--- src/rtl/uart_pkg.sv ---
// Shared state types and helpers for the parametrised UART.
package uart_pkg;

   localparam int unsigned MAX_DATA_BITS    = 9;
   localparam int unsigned DEF_CLKS_PER_BIT = 434;
   localparam int unsigned DEF_CNT_W        = $clog2(DEF_CLKS_PER_BIT);

   typedef enum logic [2:0] {
      TX_IDLE, TX_START, TX_DATA, TX_PARITY, TX_STOP
   } tx_state_t;

   typedef enum logic [2:0] {
      RX_IDLE, RX_START, RX_DATA, RX_PARITY, RX_STOP, RX_BREAK
   } rx_state_t;

   function automatic int unsigned cnt_width(input int unsigned clks_per_bit);
      return (clks_per_bit < 2) ? 1 : $clog2(clks_per_bit);
   endfunction

   // Narrower payloads are zero-extended by the caller, which leaves the XOR unchanged.
   function automatic logic parity_calc(input logic [MAX_DATA_BITS-1:0] data,
                                        input logic odd);
      return (^data) ^ odd;
   endfunction

endpackage

--- src/rtl/uart_bit_timer.sv ---
// Bit-period counter: runs 0..CLKS_PER_BIT-1 and wraps, with mid-bit and end-of-bit ticks.
module uart_bit_timer
   import uart_pkg::*;
#(
   parameter int unsigned CLKS_PER_BIT = 434
) (
   input  logic clk,
   input  logic nRst,
   input  logic clr,
   output logic half_tick,
   output logic full_tick
);

   localparam int unsigned      CNT_W = cnt_width(CLKS_PER_BIT);
   localparam logic [CNT_W-1:0] HALF  = CNT_W'(CLKS_PER_BIT / 2 - 1);
   localparam logic [CNT_W-1:0] LAST  = CNT_W'(CLKS_PER_BIT - 1);

   logic [CNT_W-1:0] count;

   always_ff @(posedge clk or negedge nRst) begin
      if (!nRst)                  count <= '0;
      else if (clr || full_tick)  count <= '0;
      else                        count <= count + CNT_W'(1);
   end

   assign half_tick = (count == HALF);
   assign full_tick = (count == LAST);

endmodule

--- src/rtl/uart_param.sv ---
// Parametrised full-duplex UART: independent TX and RX FSMs, each with its own bit timer.
module uart_param
   import uart_pkg::*;
#(
   parameter int unsigned CLKS_PER_BIT = 434,
   parameter int unsigned DATA_BITS    = 8,
   parameter int unsigned PARITY_EN    = 0,
   parameter int unsigned PARITY_ODD   = 0,
   parameter int unsigned STOP_BITS    = 1
) (
   input  logic                 clk,
   input  logic                 nRst,
   input  logic                 transmit,
   input  logic [DATA_BITS-1:0] data_tx,
   output logic                 busy_tx,
   output logic                 tx,
   input  logic                 rx,
   output logic                 busy_rx,
   output logic [DATA_BITS-1:0] data_rx,
   output logic                 rx_valid,
   output logic                 rx_frame_err,
   output logic                 rx_parity_err
);

   localparam logic [3:0] LAST_DATA = 4'(DATA_BITS - 1);
   localparam logic [3:0] LAST_STOP = 4'(STOP_BITS - 1);
   localparam logic       PAR_EN    = (PARITY_EN != 0);
   localparam logic       PAR_ODD   = (PARITY_ODD != 0);

   // ---------------- TX ----------------
   tx_state_t            tx_state, tx_state_n;
   logic [DATA_BITS-1:0] tx_shift, tx_shift_n;
   logic [3:0]           tx_bit, tx_bit_n;
   logic                 tx_par, tx_par_n, tx_line_n, busy_tx_n;
   logic                 tx_clr, tx_full, tx_half_unused;

   uart_bit_timer #(.CLKS_PER_BIT(CLKS_PER_BIT)) u_tx_timer (
      .clk(clk), .nRst(nRst), .clr(tx_clr), .half_tick(tx_half_unused), .full_tick(tx_full)
   );

   always_ff @(posedge clk or negedge nRst) begin
      if (!nRst) begin
         tx_state <= TX_IDLE;
         tx_shift <= '0;
         tx_bit   <= '0;
         tx_par   <= 1'b0;
         tx       <= 1'b1;
         busy_tx  <= 1'b0;
      end else begin
         tx_state <= tx_state_n;
         tx_shift <= tx_shift_n;
         tx_bit   <= tx_bit_n;
         tx_par   <= tx_par_n;
         tx       <= tx_line_n;
         busy_tx  <= busy_tx_n;
      end
   end

   // tx is registered, so each branch loads the level of the bit that starts next cycle.
   always_comb begin
      tx_state_n = tx_state;
      tx_shift_n = tx_shift;
      tx_bit_n   = tx_bit;
      tx_par_n   = tx_par;
      tx_line_n  = tx;
      busy_tx_n  = busy_tx;
      tx_clr     = 1'b0;
      case (tx_state)
         TX_IDLE: begin
            tx_clr    = 1'b1;
            tx_line_n = 1'b1;
            busy_tx_n = 1'b0;
            if (transmit) begin
               tx_shift_n = data_tx;
               tx_par_n   = parity_calc(MAX_DATA_BITS'(data_tx), PAR_ODD);
               tx_bit_n   = '0;
               tx_state_n = TX_START;
               tx_line_n  = 1'b0;
               busy_tx_n  = 1'b1;
            end
         end
         TX_START: if (tx_full) begin
            tx_state_n = TX_DATA;
            tx_line_n  = tx_shift[0];
         end
         TX_DATA: if (tx_full) begin
            tx_shift_n = tx_shift >> 1;
            if (tx_bit == LAST_DATA) begin
               tx_bit_n = '0;
               if (PAR_EN) begin
                  tx_state_n = TX_PARITY;
                  tx_line_n  = tx_par;
               end else begin
                  tx_state_n = TX_STOP;
                  tx_line_n  = 1'b1;
               end
            end else begin
               tx_bit_n  = tx_bit + 4'd1;
               tx_line_n = tx_shift[1];
            end
         end
         TX_PARITY: if (tx_full) begin
            tx_state_n = TX_STOP;
            tx_line_n  = 1'b1;
         end
         TX_STOP: if (tx_full) begin
            if (tx_bit == LAST_STOP) begin
               tx_state_n = TX_IDLE;
               busy_tx_n  = 1'b0;
            end else begin
               tx_bit_n = tx_bit + 4'd1;
            end
         end
         default: begin
            tx_state_n = TX_IDLE;
            tx_line_n  = 1'b1;
            busy_tx_n  = 1'b0;
            tx_clr     = 1'b1;
         end
      endcase
   end

   // ---------------- RX ----------------
   logic [1:0]           rx_sync;
   logic                 rxs;
   rx_state_t            rx_state, rx_state_n;
   logic [DATA_BITS-1:0] rx_shift, rx_shift_n, data_rx_n;
   logic [3:0]           rx_bit, rx_bit_n;
   logic                 rx_par, rx_par_n, rx_ferr, rx_ferr_n, busy_rx_n;
   logic                 rx_valid_n, frame_err_n, parity_err_n;
   logic                 rx_clr, rx_half, rx_full;

   uart_bit_timer #(.CLKS_PER_BIT(CLKS_PER_BIT)) u_rx_timer (
      .clk(clk), .nRst(nRst), .clr(rx_clr), .half_tick(rx_half), .full_tick(rx_full)
   );

   always_ff @(posedge clk or negedge nRst) begin
      if (!nRst) rx_sync <= '1;
      else       rx_sync <= {rx_sync[0], rx};
   end
   assign rxs = rx_sync[1];

   always_ff @(posedge clk or negedge nRst) begin
      if (!nRst) begin
         rx_state      <= RX_IDLE;
         rx_shift      <= '0;
         rx_bit        <= '0;
         rx_par        <= 1'b0;
         rx_ferr       <= 1'b0;
         busy_rx       <= 1'b0;
         data_rx       <= '0;
         rx_valid      <= 1'b0;
         rx_frame_err  <= 1'b0;
         rx_parity_err <= 1'b0;
      end else begin
         rx_state      <= rx_state_n;
         rx_shift      <= rx_shift_n;
         rx_bit        <= rx_bit_n;
         rx_par        <= rx_par_n;
         rx_ferr       <= rx_ferr_n;
         busy_rx       <= busy_rx_n;
         data_rx       <= data_rx_n;
         rx_valid      <= rx_valid_n;
         rx_frame_err  <= frame_err_n;
         rx_parity_err <= parity_err_n;
      end
   end

   // The start bit is re-checked at half a period; clearing the timer there puts later samples mid-bit.
   always_comb begin
      rx_state_n   = rx_state;
      rx_shift_n   = rx_shift;
      rx_bit_n     = rx_bit;
      rx_par_n     = rx_par;
      rx_ferr_n    = rx_ferr;
      busy_rx_n    = busy_rx;
      data_rx_n    = data_rx;
      rx_valid_n   = 1'b0;
      frame_err_n  = 1'b0;
      parity_err_n = 1'b0;
      rx_clr       = 1'b0;
      case (rx_state)
         RX_IDLE: begin
            rx_clr    = 1'b1;
            busy_rx_n = 1'b0;
            if (!rxs) begin
               rx_state_n = RX_START;
               busy_rx_n  = 1'b1;
            end
         end
         RX_START: if (rx_half) begin
            if (rxs) begin
               rx_state_n = RX_IDLE;
               busy_rx_n  = 1'b0;
            end else begin
               rx_clr     = 1'b1;
               rx_bit_n   = '0;
               rx_ferr_n  = 1'b0;
               rx_state_n = RX_DATA;
            end
         end
         RX_DATA: if (rx_full) begin
            rx_shift_n = {rxs, rx_shift[DATA_BITS-1:1]};
            if (rx_bit == LAST_DATA) begin
               rx_bit_n   = '0;
               rx_state_n = PAR_EN ? RX_PARITY : RX_STOP;
            end else begin
               rx_bit_n = rx_bit + 4'd1;
            end
         end
         RX_PARITY: if (rx_full) begin
            rx_par_n   = rxs;
            rx_state_n = RX_STOP;
         end
         RX_STOP: if (rx_full) begin
            if (rx_bit == LAST_STOP) begin
               data_rx_n    = rx_shift;
               rx_valid_n   = 1'b1;
               frame_err_n  = rx_ferr | ~rxs;
               parity_err_n = PAR_EN & (rx_par != parity_calc(MAX_DATA_BITS'(rx_shift), PAR_ODD));
               if (frame_err_n) begin
                  rx_state_n = RX_BREAK;
               end else begin
                  rx_state_n = RX_IDLE;
                  busy_rx_n  = 1'b0;
               end
            end else begin
               rx_ferr_n = rx_ferr | ~rxs;
               rx_bit_n  = rx_bit + 4'd1;
            end
         end
         RX_BREAK: if (rxs) begin
            rx_state_n = RX_IDLE;
            busy_rx_n  = 1'b0;
         end
         default: begin
            rx_state_n = RX_IDLE;
            busy_rx_n  = 1'b0;
            rx_clr     = 1'b1;
         end
      endcase
   end

endmodule
--- config.mk ---
export PLATFORM = sky130hd
export DESIGN_NAME = uart_param
export DESIGN_NICKNAME = d
export VERILOG_FILES = /design/src/rtl/uart_pkg.sv /design/src/rtl/uart_bit_timer.sv /design/src/rtl/uart_param.sv
export SDC_FILE = /design/constraint.sdc
export NUM_CORES = 1
export LEC_CHECK = 0
export CORE_MARGIN = 4
export CORE_UTILIZATION = 41
export CTS_BUF_LIST = sky130_fd_sc_hd__clkbuf_4
export CTS_CLUSTER_DIAMETER = 120
export DETAILED_ROUTE_END_ITERATION = 12
export GPL_TIMING_DRIVEN = 0
export PLACE_DENSITY = 0.71
export SLEW_MARGIN = 20
export SYNTH_ARGS = -nofsm -noshare
export SYNTH_HDL_FRONTEND = slang
export SYNTH_SLANG_ARGS = --single-unit
--- constraint.sdc ---
create_clock -name clk -period 2.7 [get_ports clk]
set_clock_uncertainty 0.1 [all_clocks]
set_input_delay 0.27 -clock clk [delete_from_list [all_inputs] [get_ports clk]]
set_output_delay 0.27 -clock clk [all_outputs]
set_load 0.005 [all_outputs]
# After elaboration in Yosys (flattened, before gate mapping)
# Index checks and enable logic that the tools add are counted.
# word_totals
elab_cells	151
inputBits	12
regBits	64
output_inout_bits	14
# classes
n_bitwise	5
n_eq_ne	33
muxes	68
reduce_logical	25
addsub	4
# op_table
cell	count
$mux W3	16
$mux W4	11
$mux W1	26
$ne A2 B2 Y1 const B	12
$pmux W4 S3	2
$add A9 B1 Y9 const B	2
$eq A9 B9 Y1 const B	2
$mux W9	2
$pmux W3 S6	1
$mux W8	2
$pmux W8 S2	1
$pmux W3 S5	1
$reduce_and A5 Y1	3
$ne A2 B1 Y1 const B	7
$eq A3 B2 Y1 const B	4
$pmux W1 S5	2
$eq A3 B3 Y1 const B	3
$eq A9 B8 Y1 const B	1
$reduce_and A3 Y1	3
$add A4 B1 Y4 const B	2
$eq A4 B3 Y1 const B	2
$logic_not A4 Y1	2
$reduce_and A8 Y1	1
$reduce_or A4 Y1	2
16 further kinds	25

# Depth between registers and ports, before layout
# logic_depth
depth_word	6
depth_mapped	7
mapped_depth_nobuf	7

# Hierarchy
# Synthesis repeated with hierarchy kept, for this count alone.
# hier_totals
hier_cells	313
hier_area_um2	3301.9
# by_module_without_submodules
mod	n_inst	cells_per_inst	area_per_inst_um2	seq_area_each_um2
uart_param	1	217	2338.5	1154.9
uart_bit_timer	2	48	481.7	225.2

# Least setup slack after synthesis
# Ideal clock, no wire load.
# synth_path
path_kind	register to register
start	register u_tx_timer.count[1]
end	register tx_shift[0]
setup_ns	0.125
setup_slack_ns	0.743
synth_period_minus_slack_ns	1.957
n_path_buf	0
arrival_time_ns	1.733
required_ns	2.475
path_stages_with_launch	8
path_cell_list	dfrtp_1 -> inv_1 -> ha_1 -> nand4_1 -> nor4_4 -> mux2i_1 -> nor3_4 -> mux2_2
# synth_between
elab_chain_len	3
# synth_lines
item	line_no	source
start: declaration	uart_bit_timer.sv:18	logic [CNT_W-1:0] count;
start signal: assignment	uart_bit_timer.sv:23	else count <= count + CNT_W'(1);
$eq A9 B9 Y1	uart_bit_timer.sv:27	assign full_tick = (count == LAST);
$ne A2 B1 Y1 (no line)	n/a	
$reduce_and A3 Y1 (no line)	n/a	
end signal: assignment	uart_param.sv:51	tx_shift <= tx_shift_n;
end: declaration	uart_param.sv:32	logic [DATA_BITS-1:0] tx_shift, tx_shift_n;
# Every way passes these cells.
# A chain may end at the register's enable or synchronous reset.

# Worst setup path after layout
# layout_path
start	register u_tx_timer.count[1]
end	register tx_shift[2]
# Same word-level chain as after synthesis.

==> metrics.md <==
| Metric | Value |
|---|---|
| Outcome | `complete, no violations` |
| Final nets | `377` |
| Synth warn | `0` |
| Core ar. | `7730 sq um` |
| Power Total | `1.99 mW` |
| CTS tree | `yes` |
| Critical-path top delay cell | `dfrtp_1` |
| Reg2Reg Depth | `7` |
| Yosys reg bits | `64` |
| Largest net degree at the start of global routing | `50` |
| Detailed Route WL | `5840 um` |
| Mapped Avg Cell Area | `10.2 sq um` |
| Initial core utilization | `42.3%` |
| Async S/R FF share, synth | `100%` |
| RR Startpoint | `u_tx_timer.count[1]$_DFF_PN0_` |
| Die Wd | `97.3 um` |
| Critical Path Source Type | `flop` |
| Critical-path cell list | `inv_1, ha_1, nand4_1, nor4_4, mux2i_1, nor3_4, mux2_2` |
| DR iter-0 viols | `51` |
| Area of the die | `9470 sq um` |
| Worst slew pin tran | `0.599 ns` |
| Mapped Nets | `340` |
| CTS max path bufs | `2` |
| Worst Path Required | `2.88 ns` |
| CP max stage delay | `0.42 ns` |
| CTS resizes | `0` |
| Period utilization | `83.0%` |
| Mapped Area | `3270 sq um` |
| Share of cells above drive strength 1 | `16.3%` |
| Final setup violation count | `0` |
| Distinct cell type count after synthesis | `52` |
| Syn Inst Count | `319` |
| Max FO, Critical Path | `7` |
| Layout area overhead | `16.4%` |
| Initial antenna violation count | `0` |
| DRC Markers | `0` |
| Diode count | `0` |
| Io pins | `26` |
| Port bufs | `24` |
| GR Overflow Total | `0` |
| Hold Crit Class | `in -> async` |
| Routed Antenna Nets | `0` |
| Crit path DAT | `2.42 ns` |
| Htree depth | `3` |
| Post-CTS setup buffers | `0` |
| EDFF count, synth | `0` |
| Num CTS Buffers | `9` |
| Cell-internal power | `1.49 mW` |
| Global Route Usage Sum | `13.4%` |
| Worst reg2reg setup slack | `0.46 ns` |
| Vias per inst | `5.09` |
| Final hold violations | `0` |
| Crit path time final | `2.24 ns` |
| DP Area | `3660 sq um` |
| CP Capture Type | `flop` |
| Max cap viols | `0` |
| Finished Core Util | `49.2%` |
| Crit Reg-Reg Endpoint | `tx_shift[2]$_DFFE_PN0P_` |
| Relative slew slack | `59.9%` |
| Cell Rows | `32` |
| Crit Path Category | `reg -> reg` |
| Share of power burned in registers | `56.7%` |
| Switch share | `25.2%` |
| First-pass GRT wire length | `10600 um` |
| Post-DP HPWL | `4200 um` |
| DR vias | `2358` |
| Clk sinks | `64` |
| Psw | `501 uW` |
| Clock Latency Late Sink | `0.40 ns` |
| Clock root buffer | `clkbuf_4` |
| Design area | `3800 sq um` |
| RSZ-0062 raised after global routing | `false` |
| Routed len/inst | `12.6 um` |
| DRT Pass-1 Iters | `4` |
| Die H | `97.3 um` |
| Hold buffer count at CTS | `1` |
| Routability cong. | `0.862` |
| F_max | `0.446 GHz` |
| Vias in the first global route | `2445` |
| Clk pwr share | `31.4%` |
| Power per cell area | `523 nW/um^2` |
| Top FF cell, synth | `dfrtp_1` |
| Sequential fraction of the synthesis area | `49.1%` |
| Clock transition at path regs | `0.10 ns` |
| P_leak | `1.68 nW` |
| Worst VDD drop | `228 uV` |
| Final count of pins violating max slew | `0` |
| Combinational power share | `11.9%` |
## cells in the mapped netlist (3+ instances only)
library cell / count / area, sq um
dfrtp_1: 61 / 1530
nand2_1: 41 / 154
nor2_1: 32 / 120
mux2_2: 26 / 293
nand3_1: 17 / 85.1
o21ai_0: 16 / 80.1
inv_1: 14 / 52.6
xnor2_1: 10 / 87.6
ha_1: 9 / 113
a21oi_1: 8 / 40.0
nand2b_1: 6 / 37.5
xor2_1: 6 / 52.6
clkbuf_1: 5 / 18.8
nand4_1: 5 / 31.3
nor3_1: 5 / 25.0
nor3b_1: 5 / 37.5
a22o_1: 4 / 35.0
nor2b_1: 4 / 25.0
dfstp_2: 3 / 78.8
mux2i_1: 3 / 30.0
## worst max path at each step
stage	from	to	slack (ns)
global route	u_tx_timer.count[1]$_DFF_PN0_	tx_shift[3]$_DFFE_PN0P_	0.26
floorplan	u_tx_timer.count[1]$_DFF_PN0_	tx_shift[0]$_DFFE_PN0P_	0.74
global placement	nRst	data_rx[6]$_DFFE_PN0P_	-0.81
finish	u_tx_timer.count[1]$_DFF_PN0_	tx_shift[2]$_DFFE_PN0P_	0.46
CTS	u_tx_timer.count[1]$_DFF_PN0_	tx_shift[2]$_DFFE_PN0P_	0.44
detailed placement	u_tx_timer.count[1]$_DFF_PN0_	tx_shift[2]$_DFFE_PN0P_	0.47
## power by group through the flow
stage                     logic (mW)  clock network (mW)  registers (mW)
after global placement         0.230                   0            1.14
after CTS                      0.243               0.654            1.13
final                          0.237               0.625            1.13
after detailed placement       0.241                   0            1.15
after global routing           0.267               0.699            1.14
after floorplan                0.151                   0            1.13
## worst max-delay path, delay by kind of cell (launching register included)
kind          cells  cell delay, ns
buf+inv           1            0.07
mux               2            0.58
fa+ha+maj         1            0.13
simple gates      3            0.82
flops             1            0.42
## per-layer routing
| layer | GRT usage, % | vias to the layer above | part of all wire, % |
|---|---|---|---|
| li1 | - | 1178 | - |
| met1 | 16.3 | 1125 | 46 |
| met2 | 21.6 | 51 | 48 |
| met3 | 5.96 | 4 | 5.2 |
| met4 | 3.51 | 0 | 0.50 |
| met5 | 0 | - | 0 |
## metrics by stage
step,cells,setup TNS [ns],hold WS (ns),setup WS [ns]
final,463,0,0.166,0.458
after global routing,463,0,0.123,0.257
after CTS,463,0,0.138,0.435
after detailed placement,446,0,0.0514,0.468
after global placement,445,-49.29,0.249,-0.808
after floorplan,319,0,-0.126,0.743
## layout by cell type, fill, tap and decap left out, types with 3 or more instances in the layout
cell type,count
a21oi_1,8
a22o_1,4
clkbuf_1,5
clkbuf_4,11
clkdlybuf4s50_1,23
clkinv_1,3
dfrtp_1,61
dfstp_2,3
ha_1,9
inv_1,14
mux2_2,26
mux2i_1,3
nand2_1,41
nand2b_1,6
nand3_1,17
nand4_1,5
nor2_1,32
nor2b_1,4
nor3_1,5
nor3b_1,5
o21ai_0,16
xnor2_1,10
xor2_1,6
## layout make-up
cell class	count	area (sq um)
well taps	102	128
multi-input cells	230	1560
fillers	715	3920
flip-flops and latches	64	1610
clock buffers	11	82.6
inverters	15	56.3
clock inverters	5	50.0
repair buffers	26	275
plain buffers	10	51.3
## cells by family after synthesis
logic type                 Yosys count  synth area share (%)
and+or+nand+nor                    135                  22.0
DFF                                 64                  49.1
AOI/OAI and AO/OA                   40                  7.88
muxes                               29                  9.87
buffers and inverters               25                  3.29
xor gates and xnor gates            16                  4.29
adders and majority gates            9                  3.44
other                                1                 0.115
## state kept, by name, summed over array words and instances, names as in the netlist, 2 cells and up
name,flops
rx_state,3
tx_bit,4
data_rx,8
rx_sync,2
u_tx_timer.count,9
rx_shift,8
tx_state,3
tx_shift,8
u_rx_timer.count,9
rx_bit,4
No activity file was read; power rests on OpenSTA's default activity.
